$ cat config.mk
export PLATFORM = sky130hd
export DESIGN_NAME = prio_event_encoder
export DESIGN_NICKNAME = d
export VERILOG_FILES = /design/src/rtl/prio_enc_pkg.sv /design/src/rtl/prio_find_first.sv /design/src/rtl/prio_event_encoder.sv
export SDC_FILE = /design/constraint.sdc
export NUM_CORES = 1
export LEC_CHECK = 0
export ABC_AREA = 1
export CAP_MARGIN = 40
export CORE_ASPECT_RATIO = 0.5
export CORE_MARGIN = 2
export CORE_UTILIZATION = 45
export CTS_CLUSTER_SIZE = 14
export DETAILED_ROUTE_END_ITERATION = 8
export MAX_ROUTING_LAYER = met4
export PLACE_DENSITY_LB_ADDON = 0.08
export SLEW_MARGIN = 20
export SYNTH_ARGS = -nofsm -noshare
export SYNTH_HDL_FRONTEND = slang
export SYNTH_SLANG_ARGS = --single-unit
$ cat constraint.sdc
create_clock -name clk -period 5 [get_ports clk]
set_input_delay 0.75 -clock clk [delete_from_list [all_inputs] [get_ports clk]]
set_output_delay 0.75 -clock clk [all_outputs]
set_load 0.05 [all_outputs]
$ cat src/rtl/prio_enc_pkg.sv
// Shared helpers for the prio_event_encoder block: index-width computation
// and index-to-onehot conversion.
package prio_enc_pkg;

  // Widest event vector the onehot helper can produce; callers size-cast
  // the result down to their own N.
  localparam int MAX_N = 1024;

  // Bits needed to hold an index in 0..n-1 (at least 1).
  function automatic int clog2_f(input int n);
    int r;
    r = 1;
    for (int i = 1; i < 31; i++) begin
      if ((1 << i) < n) r = i + 1;
    end
    return r;
  endfunction

  // One-hot vector with bit idx set.
  function automatic logic [MAX_N-1:0] onehot_f(input int unsigned idx);
    logic [MAX_N-1:0] one;
    one = {{(MAX_N-1){1'b0}}, 1'b1};
    return one << idx;
  endfunction

endpackage

$ cat src/rtl/prio_find_first.sv
// Combinational search for the first set bit of vec, scanning downward from
// base and wrapping from 0 back to N-1. Fixed priority ties base to N-1.
module prio_find_first
  import prio_enc_pkg::*;
#(
  parameter  int N = 16,
  localparam int W = clog2_f(N)
) (
  input  logic [N-1:0] vec,
  input  logic [W-1:0] base,
  output logic         found,
  output logic [W-1:0] idx
);

  int j;

  // Walk from the farthest position toward base so the nearest hit wins.
  always_comb begin
    found = 1'b0;
    idx   = '0;
    j     = 0;
    for (int k = N - 1; k >= 0; k--) begin
      j = int'(base) - k;
      if (j < 0) j = j + N;
      if (vec[j]) begin
        found = 1'b1;
        idx   = W'(j);
      end
    end
  end

endmodule

$ cat src/rtl/prio_event_encoder.sv
// Registered priority encoder with event capture. Event pulses latch into a
// pending register; the best unmasked pending index is offered on a
// valid/ready port and its bit clears on acceptance.
// Optional macro ROTATE_PRIORITY_EN: round-robin priority instead of fixed
// highest-index-wins.
module prio_event_encoder
  import prio_enc_pkg::*;
#(
  parameter  int N = 16,
  localparam int W = clog2_f(N)
) (
  input  logic         clk,
  input  logic         rst_n,
  input  logic [N-1:0] evt_in,
  input  logic [N-1:0] mask,
  input  logic         clr_all,
  input  logic         out_ready,
  output logic         out_valid,
  output logic [W-1:0] out_idx,
  output logic [N-1:0] pending,
  output logic         overflow
);

  logic [N-1:0] pending_reg;
  logic         out_valid_reg;
  logic [W-1:0] out_idx_reg;
  logic         overflow_reg;

  logic         acc;
  logic [N-1:0] acc_vec;
  logic [N-1:0] cand;
  logic [W-1:0] search_base;
  logic         found;
  logic [W-1:0] found_idx;

  assign acc     = out_valid_reg & out_ready;
  assign acc_vec = acc ? N'(onehot_f(32'(out_idx_reg))) : '0;
  // The line being accepted is never re-offered from the old pending value.
  assign cand    = pending_reg & ~mask & ~acc_vec;

`ifdef ROTATE_PRIORITY_EN
  logic [W-1:0] ptr_reg;
  logic [W-1:0] ptr_eff;

  // An accept this cycle already makes the accepted line lowest priority.
  assign ptr_eff     = acc ? out_idx_reg : ptr_reg;
  assign search_base = (ptr_eff == '0) ? W'(N - 1) : ptr_eff - 1'b1;

  // Rotation pointer follows the most recently accepted index.
  always_ff @(posedge clk or negedge rst_n) begin
    if (!rst_n) begin
      ptr_reg <= W'(N - 1);
    end else if (!clr_all && acc) begin
      ptr_reg <= out_idx_reg;
    end
  end
`else
  assign search_base = W'(N - 1);
`endif

  prio_find_first #(.N(N)) u_find (
    .vec   (cand),
    .base  (search_base),
    .found (found),
    .idx   (found_idx)
  );

  // Pending capture, overflow detect and output stage; clr_all overrides all.
  always_ff @(posedge clk or negedge rst_n) begin
    if (!rst_n) begin
      pending_reg   <= '0;
      out_valid_reg <= 1'b0;
      out_idx_reg   <= '0;
      overflow_reg  <= 1'b0;
    end else if (clr_all) begin
      pending_reg   <= '0;
      out_valid_reg <= 1'b0;
      overflow_reg  <= 1'b0;
    end else begin
      pending_reg  <= (pending_reg & ~acc_vec) | evt_in;
      overflow_reg <= |(evt_in & pending_reg & ~acc_vec);
      if (!out_valid_reg || acc) begin
        out_valid_reg <= found;
        if (found) out_idx_reg <= found_idx;
      end
    end
  end

  assign out_valid = out_valid_reg;
  assign out_idx   = out_idx_reg;
  assign pending   = pending_reg;
  assign overflow  = overflow_reg;

endmodule

==> impl_metrics.csv, run 1 <==
group,metric,value,unit
sta,fin_skew,2.246,ps
synthesis,synthesis.nets,237,
power_and_ir_drop,power_density,299.4,nW/um2
power_and_ir_drop,vdd_drop_max,0.1854,mV
setup_path,start_kind,"primary input",
synthesis,syn_inst,201,
synthesis,synthArstFlopShare,1.000,
finish,fillCellCount,266,
sta,hold_viol_final,0,
clocking,cts-root-buf,"clkbuf_8",
route,drt_iter0_drc,60,
setup_path,critPathRequiredTime,5140,ps
global_route,grt_pass1_vias,1386,
finish,final_nets,298,
setup_path,crit_fanout,7,
clocking,tritoncts,"built",
sta,fin_crit,2579,ps
synthesis,synth_seq_cells,22,
outcome,status,"finished clean",
clocking,numCtsBuffers,3,
synthesis,yosysMostFrequentCell,"nor2_1",
sta,finalSetupTns,0,ps
sta,setup_viol,0,
floorplanning,die_area,3577,um2
setup_path,cp_num_cells,12,
setup_path,rr_worst_depth,11,
synthesis,synthTopCellsByCount,"nor2_1 (43), nand2_1 (37), inv_1 (30), dfrtp_1 (22)",
setup_path,crit_chain,"clkdlybuf4s50_1, nand2_2, nor2_4, inv_4, o21ai_1, or2_1, and3_4, nand2_2, nor2_4, nor3_4, nor2_1, a31oi_1",
floorplanning,ios,58,
placement,gp_congestion,0.9354,
finish,multi_input_area,675.6,um2
route,route.detailed.wl_per_inst,13.52,um
sta,slew_viol_final,0,
clocking,cts.sinks,22,
placement,dpl-instance-area,2011,um2
sta,slew_headroom,0.6497,
min_path,hold_path_depth,2,
clocking,insertion_delay,260,ps
route,wirelength,4.071,mm
synthesis,syn_avg_cell_area,6.916,um2
clocking,cts_setup_buffers,0,
sta,finalCritPeriodShare,0.5159,
finish,largest_reg_flops,16,
finish,design_area,2097,um2
placement,placement.io_buffers,57,
global_route,use_met1,0.3715,
placement,dp.final_hpwl,3.375,mm
floorplanning,die_x,82.60,um
min_path,min_from,"pending[0]",
floorplanning,start_util,0.4668,
floorplanning,die_y,43.30,um
global_route,grt_pass1_wl,6.417,mm
route,route.detailed.drc,0,
synthesis,synth_flop_cell,"dfrtp_1",
setup_path,path_buf_inv,2,
floorplanning,core,2978,um2
global_route,grt_use_met2,0.3774,
global_route,grt_usage,0.2572,
synthesis,syn_area,1390,um2
global_route,grt_max_degree,21,
sta,worstMarginPinSlew,523.8,ps
global_route,use_met3,0.05745,
synthesis,yosysUniqueCellTypes,33,
setup_path,crit_path_max_incr_delay,530,ps
clocking,cts-htree-levels,1,
sta,rsz0062_at_grt,"false",
global_route,grt-busiest-layer,"met2",
setup_path,cpMaxStageDelayCell,"clkdlybuf4s50_1",
power_and_ir_drop,p_leak,0.9983,nW
min_path,hold_path.class,"reg -> reg",
clocking,clk_pin_slew_worst_paths,80,ps
route,post_drt_via_cell_ratio,4.904,
route,drt_first_pass_iters,4,
setup_path,cpLargestDelayFamily,"simple AND/OR/NAND/NOR gates",
finish,drive_gt1_frac,0.1073,
global_route,grt_overflow,0,
flow_run,max_cap_viol_count,0,
setup_path,worst-setup-path-type,"in -> reg",
route,vias,1476,
synthesis,netlist_top_cells_area,"dfrtp_1 (40%), nor2_1 (12%), nand2_1 (10%)",
floorplanning,row_count,14,
synthesis,synth_edf_count,0,
setup_path,arrival,2720,ps
finish,diodes,0,
clocking,cts_resized,0,
setup_path,cp-end-kind,"register",
route,drtAntennaViolNets,0,
global_route,grt_antenna_before_repair,0,
setup_path,crit_start,"out_ready",
sta,fmax,387.7,MHz
synthesis,synth_warnings,0,
clocking,postCtsHoldBufs,0,
synthesis,synth_top_area_share,0.3960,
finish,seqCellArea,550.5,um2
setup_path,reg2reg_from,"out_idx[0]",
finish,area_growth,50.86,%
synthesis,synth-seq-area-share,0.3960,
clocking,cts.path.max_buffers,2,
synthesis,synth_top_cell_by_area,"dfrtp_1",
-- worst min-delay path, stage by stage, from the launching register on --
cell	delay, ps
dfrtp_1	390
nand2_1	110
a21oi_1	70
-- cell usage in the layout (no fill, tap or decap), drive strengths merged, types with 3 or more instances in the layout --
| cell | n |
|---|---|
| o21ai | 12 |
| nand3 | 9 |
| inv | 38 |
| nor2 | 50 |
| nor3 | 3 |
| nand2 | 39 |
| clkbuf | 3 |
| dfrtp | 22 |
| a221oi | 3 |
| or2 | 3 |
| a21oi | 8 |
| clkdlybuf4s50 | 57 |
-- logic make-up after synthesis --
| logic type | share of synthesized area |
|---|---|
| flops | 0.3960 |
| compound gates | 0.1395 |
| buf+inv | 0.1179 |
| simple gates | 0.3465 |
-- routing by layer --
metal  wire [um]  vias up
li1            -      746
met1        1941      676
met2        1837       52
met3         290        2
met4           2        0
met5           0        -
-- final cells by class --
class / count / share of cell area
clock inverters: 1 / 0.01432
repair buffers: 59 / 0.2864
clock buffers: 3 / 0.01969
well taps: 40 / 0.02387
inverters: 39 / 0.07100
flip-flops and latches: 22 / 0.2625
multi-input cells: 137 / 0.3222
-- power by group --
| part | internal (mW) | switching (mW) | leakage (nW) |
|---|---|---|---|
| registers | 0.195 | 0.0224 | 0.268 |
| logic | 0.0919 | 0.151 | 0.695 |
| clock network | 0.107 | 0.0610 | 0.0357 |
| total | 0.394 | 0.234 | 0.998 |
-- through the flow --
| stage | power [mW] | utilization | hold WS, ps | worst slack [ps] | std cells |
|---|---|---|---|---|---|
| after floorplan | 0.3676 | - | 454.4 | 2964 | 201 |
| after global placement | 0.4562 | 0.6702 | 580.6 | 2180 | 295 |
| after detailed placement | 0.4609 | 0.6752 | 596.3 | 2139 | 296 |
| after CTS | 0.6302 | 0.6992 | 611.1 | 2410 | 300 |
| after global routing | 0.6606 | 0.7042 | 637.1 | 2327 | 301 |
| final | 0.6279 | 0.7042 | 610.5 | 2421 | 301 |
-- final timing paths --
check	end	slack, ps
max	out_idx[1]	2420
min	pending[0]	610
max reg2reg	out_idx[1]	2970
min reg2reg	pending[0]	610
max in group asynchronous	pending[13]	3730
min in group asynchronous	out_idx[3]	810
No activity file was read; power rests on OpenSTA's default activity.
==> run 2, diff against run 1 <==
--- a/config.mk
+++ b/config.mk
@@ -9,7 +9,7 @@
 export CAP_MARGIN = 40
 export CORE_ASPECT_RATIO = 0.5
 export CORE_MARGIN = 2
-export CORE_UTILIZATION = 45
+export CORE_UTILIZATION = 42
 export CTS_CLUSTER_SIZE = 14
 export DETAILED_ROUTE_END_ITERATION = 8
 export MAX_ROUTING_LAYER = met4
==> constraint.sdc (replaced) <==
create_clock -name clk -period 2.6 [get_ports clk]
set_input_delay 0.39 -clock clk [delete_from_list [all_inputs] [get_ports clk]]
set_output_delay 0.39 -clock clk [all_outputs]
set_load 0.05 [all_outputs]
==> impl_metrics.csv, run 2 (same netlist as run 1, synthesis figures left out) <==
group,metric,value,unit
outcome,status,"finished clean",
clocking,cts_resized,0,
global_route,grt_antenna_before_repair,0,
finish,instances_no_fill,301,
sta,worstMarginPinSlew,503.9,ps
sta,fin_skew,4.550,ps
sta,slew_headroom,0.6630,
route,wirelength,4.011,mm
min_path,hold_path.class,"in -> async",
setup_path,critPathRequiredTime,2750,ps
route,drt_first_pass_iters,4,
power_and_ir_drop,vdd_drop_max,0.3366,mV
setup_path,regToRegSetupSlack,570,ps
sta,hold_viol_final,0,
power_and_ir_drop,power_frac_seq,0.344,
route,route.detailed.drc,0,
power_and_ir_drop,p_clk_frac,0.275,
finish,area_growth,49.78,%
floorplanning,core,3083,um2
route,post_drt_via_cell_ratio,4.880,
floorplanning,row_count,14,
clocking,postCtsHoldBufs,0,
placement,gp_congestion,0.9187,
sta,slew_viol_final,0,
clocking,cts.path.max_buffers,2,
power_and_ir_drop,switching_power,0.4572,mW
floorplanning,die_x,85.36,um
clocking,numCtsBuffers,3,
setup_path,cp-end-kind,"register",
clocking,clk_pin_slew_worst_paths,90,ps
route,route.detailed.wl_per_inst,13.33,um
finish,final_common_cell,"clkdlybuf4s50_1",
placement,placed_cells,297,
finish,final_nets,298,
sta,fin_crit,2204,ps
global_route,grt_pass1_wl,6.279,mm
power_and_ir_drop,combPwrFrac,0.380,
setup_path,crit_fanout,7,
sta,rsz0062_at_grt,"false",
finish,final_cell_mix,"clkdlybuf4s50_1 (57), nor2_1 (43), nand2_1 (37)",
global_route,grt_usage,0.2281,
floorplanning,ios,58,
clocking,cts-root-buf,"clkbuf_8",
clocking,insertion_delay,270,ps
floorplanning,die_area,3814,um2
sta,setup_viol,0,
power_and_ir_drop,p_int,0.7559,mW
clocking,cts.sinks,22,
clocking,cts_setup_buffers,0,
global_route,grt_pass1_vias,1295,
power_and_ir_drop,power_density,582.7,nW/um2
placement,placement.io_buffers,57,
setup_path,start_kind,"primary input",
setup_path,worst-setup-path-type,"in -> reg",
finish,diodes,0,
finish,largest_reg_flops,16,
sta,finalSetupTns,0,ps
sta,finalCritPeriodShare,0.8476,
setup_path,arrival,2360,ps
finish,fillCellCount,288,
sta,fmax,453.8,MHz
route,drtAntennaViolNets,0,
setup_path,rr_worst_depth,11,
clocking,cts-htree-levels,1,
finish,drive_gt1_frac,0.1073,
floorplanning,die_y,44.68,um
placement,dp.final_hpwl,3.275,mm
route,vias,1469,
global_route,grt_max_degree,23,
global_route,grt_overflow,0,
power_and_ir_drop,p_leak,0.9931,nW
clocking,tritoncts,"built",
power_and_ir_drop,power.share.switching,0.3769,
flow_run,max_cap_viol_count,0,
route,drt_iter0_drc,78,
floorplanning,start_util,0.4509,
## run 2: cell counts in the layout (fill, tap and decap cells not counted)
Identical to the previous run, type by type.
## run 2: final cells by class
type                       instances  area (um2)  area share
sequential                        22       550.5      0.2644
tap                               40       50.05     0.02404
timing repair buffer              59       585.6      0.2812
clock buffer                       3       41.29     0.01983
multi-input combinational        137       675.6      0.3245
inverter                          39       148.9     0.07151
clock inverter                     1       30.03     0.01442
## run 2: layer usage
layer	vias to the layer above	routed length, um	GRT usage
met5	-	0	-
met4	0	8	0.02857
met3	2	327	0.05597
met2	58	1630	0.3188
met1	662	2045	0.3399
li1	747	-	-
## run 2: worst max-delay path: stages
cell	delay, ps
clkdlybuf4s50_1	520
nand2_2	100
nor2_4	150
inv_4	70
o21ai_1	240
nor2_1	100
nor2_2	140
and3_4	190
nand2_2	60
nor2_4	130
nor3_4	70
nor2_1	120
a31oi_1	50
## run 2: power by group through the flow
stage	combinational (mW)	clock (mW)	sequential, mW
final	0.461	0.334	0.418
after global routing	0.497	0.352	0.423
after CTS	0.463	0.332	0.417
after detailed placement	0.461	0	0.424
after global placement	0.456	0	0.422
after floorplan	0.179	0	0.528
## run 2: path summary, 6_finish.rpt
| check | start | endpoint |
|---|---|---|
| min reg2reg | pending[2] | pending[2] |
| max | out_ready | out_idx[2] |
| max reg2reg | out_idx[0] | out_idx[2] |
| max in group asynchronous | rst_n | pending[3] |
| min in group clk | pending[2] | pending[2] |
| min | rst_n | pending[0] |
## run 2: stage by stage
step	setup WS (ps)	power (mW)	utilization	cell area (um2)	hold WS, ps
floorplan	569.8	0.7070	-	1390	94.41
global placement	192.2	0.8782	0.6522	2011	575.3
detailed placement	150.8	0.8847	0.6522	2011	572.2
CTS	429.3	1.212	0.6753	2082	472.6
global route	280.8	1.273	0.6753	2082	510.1
finish	396.2	1.213	0.6753	2082	457.1
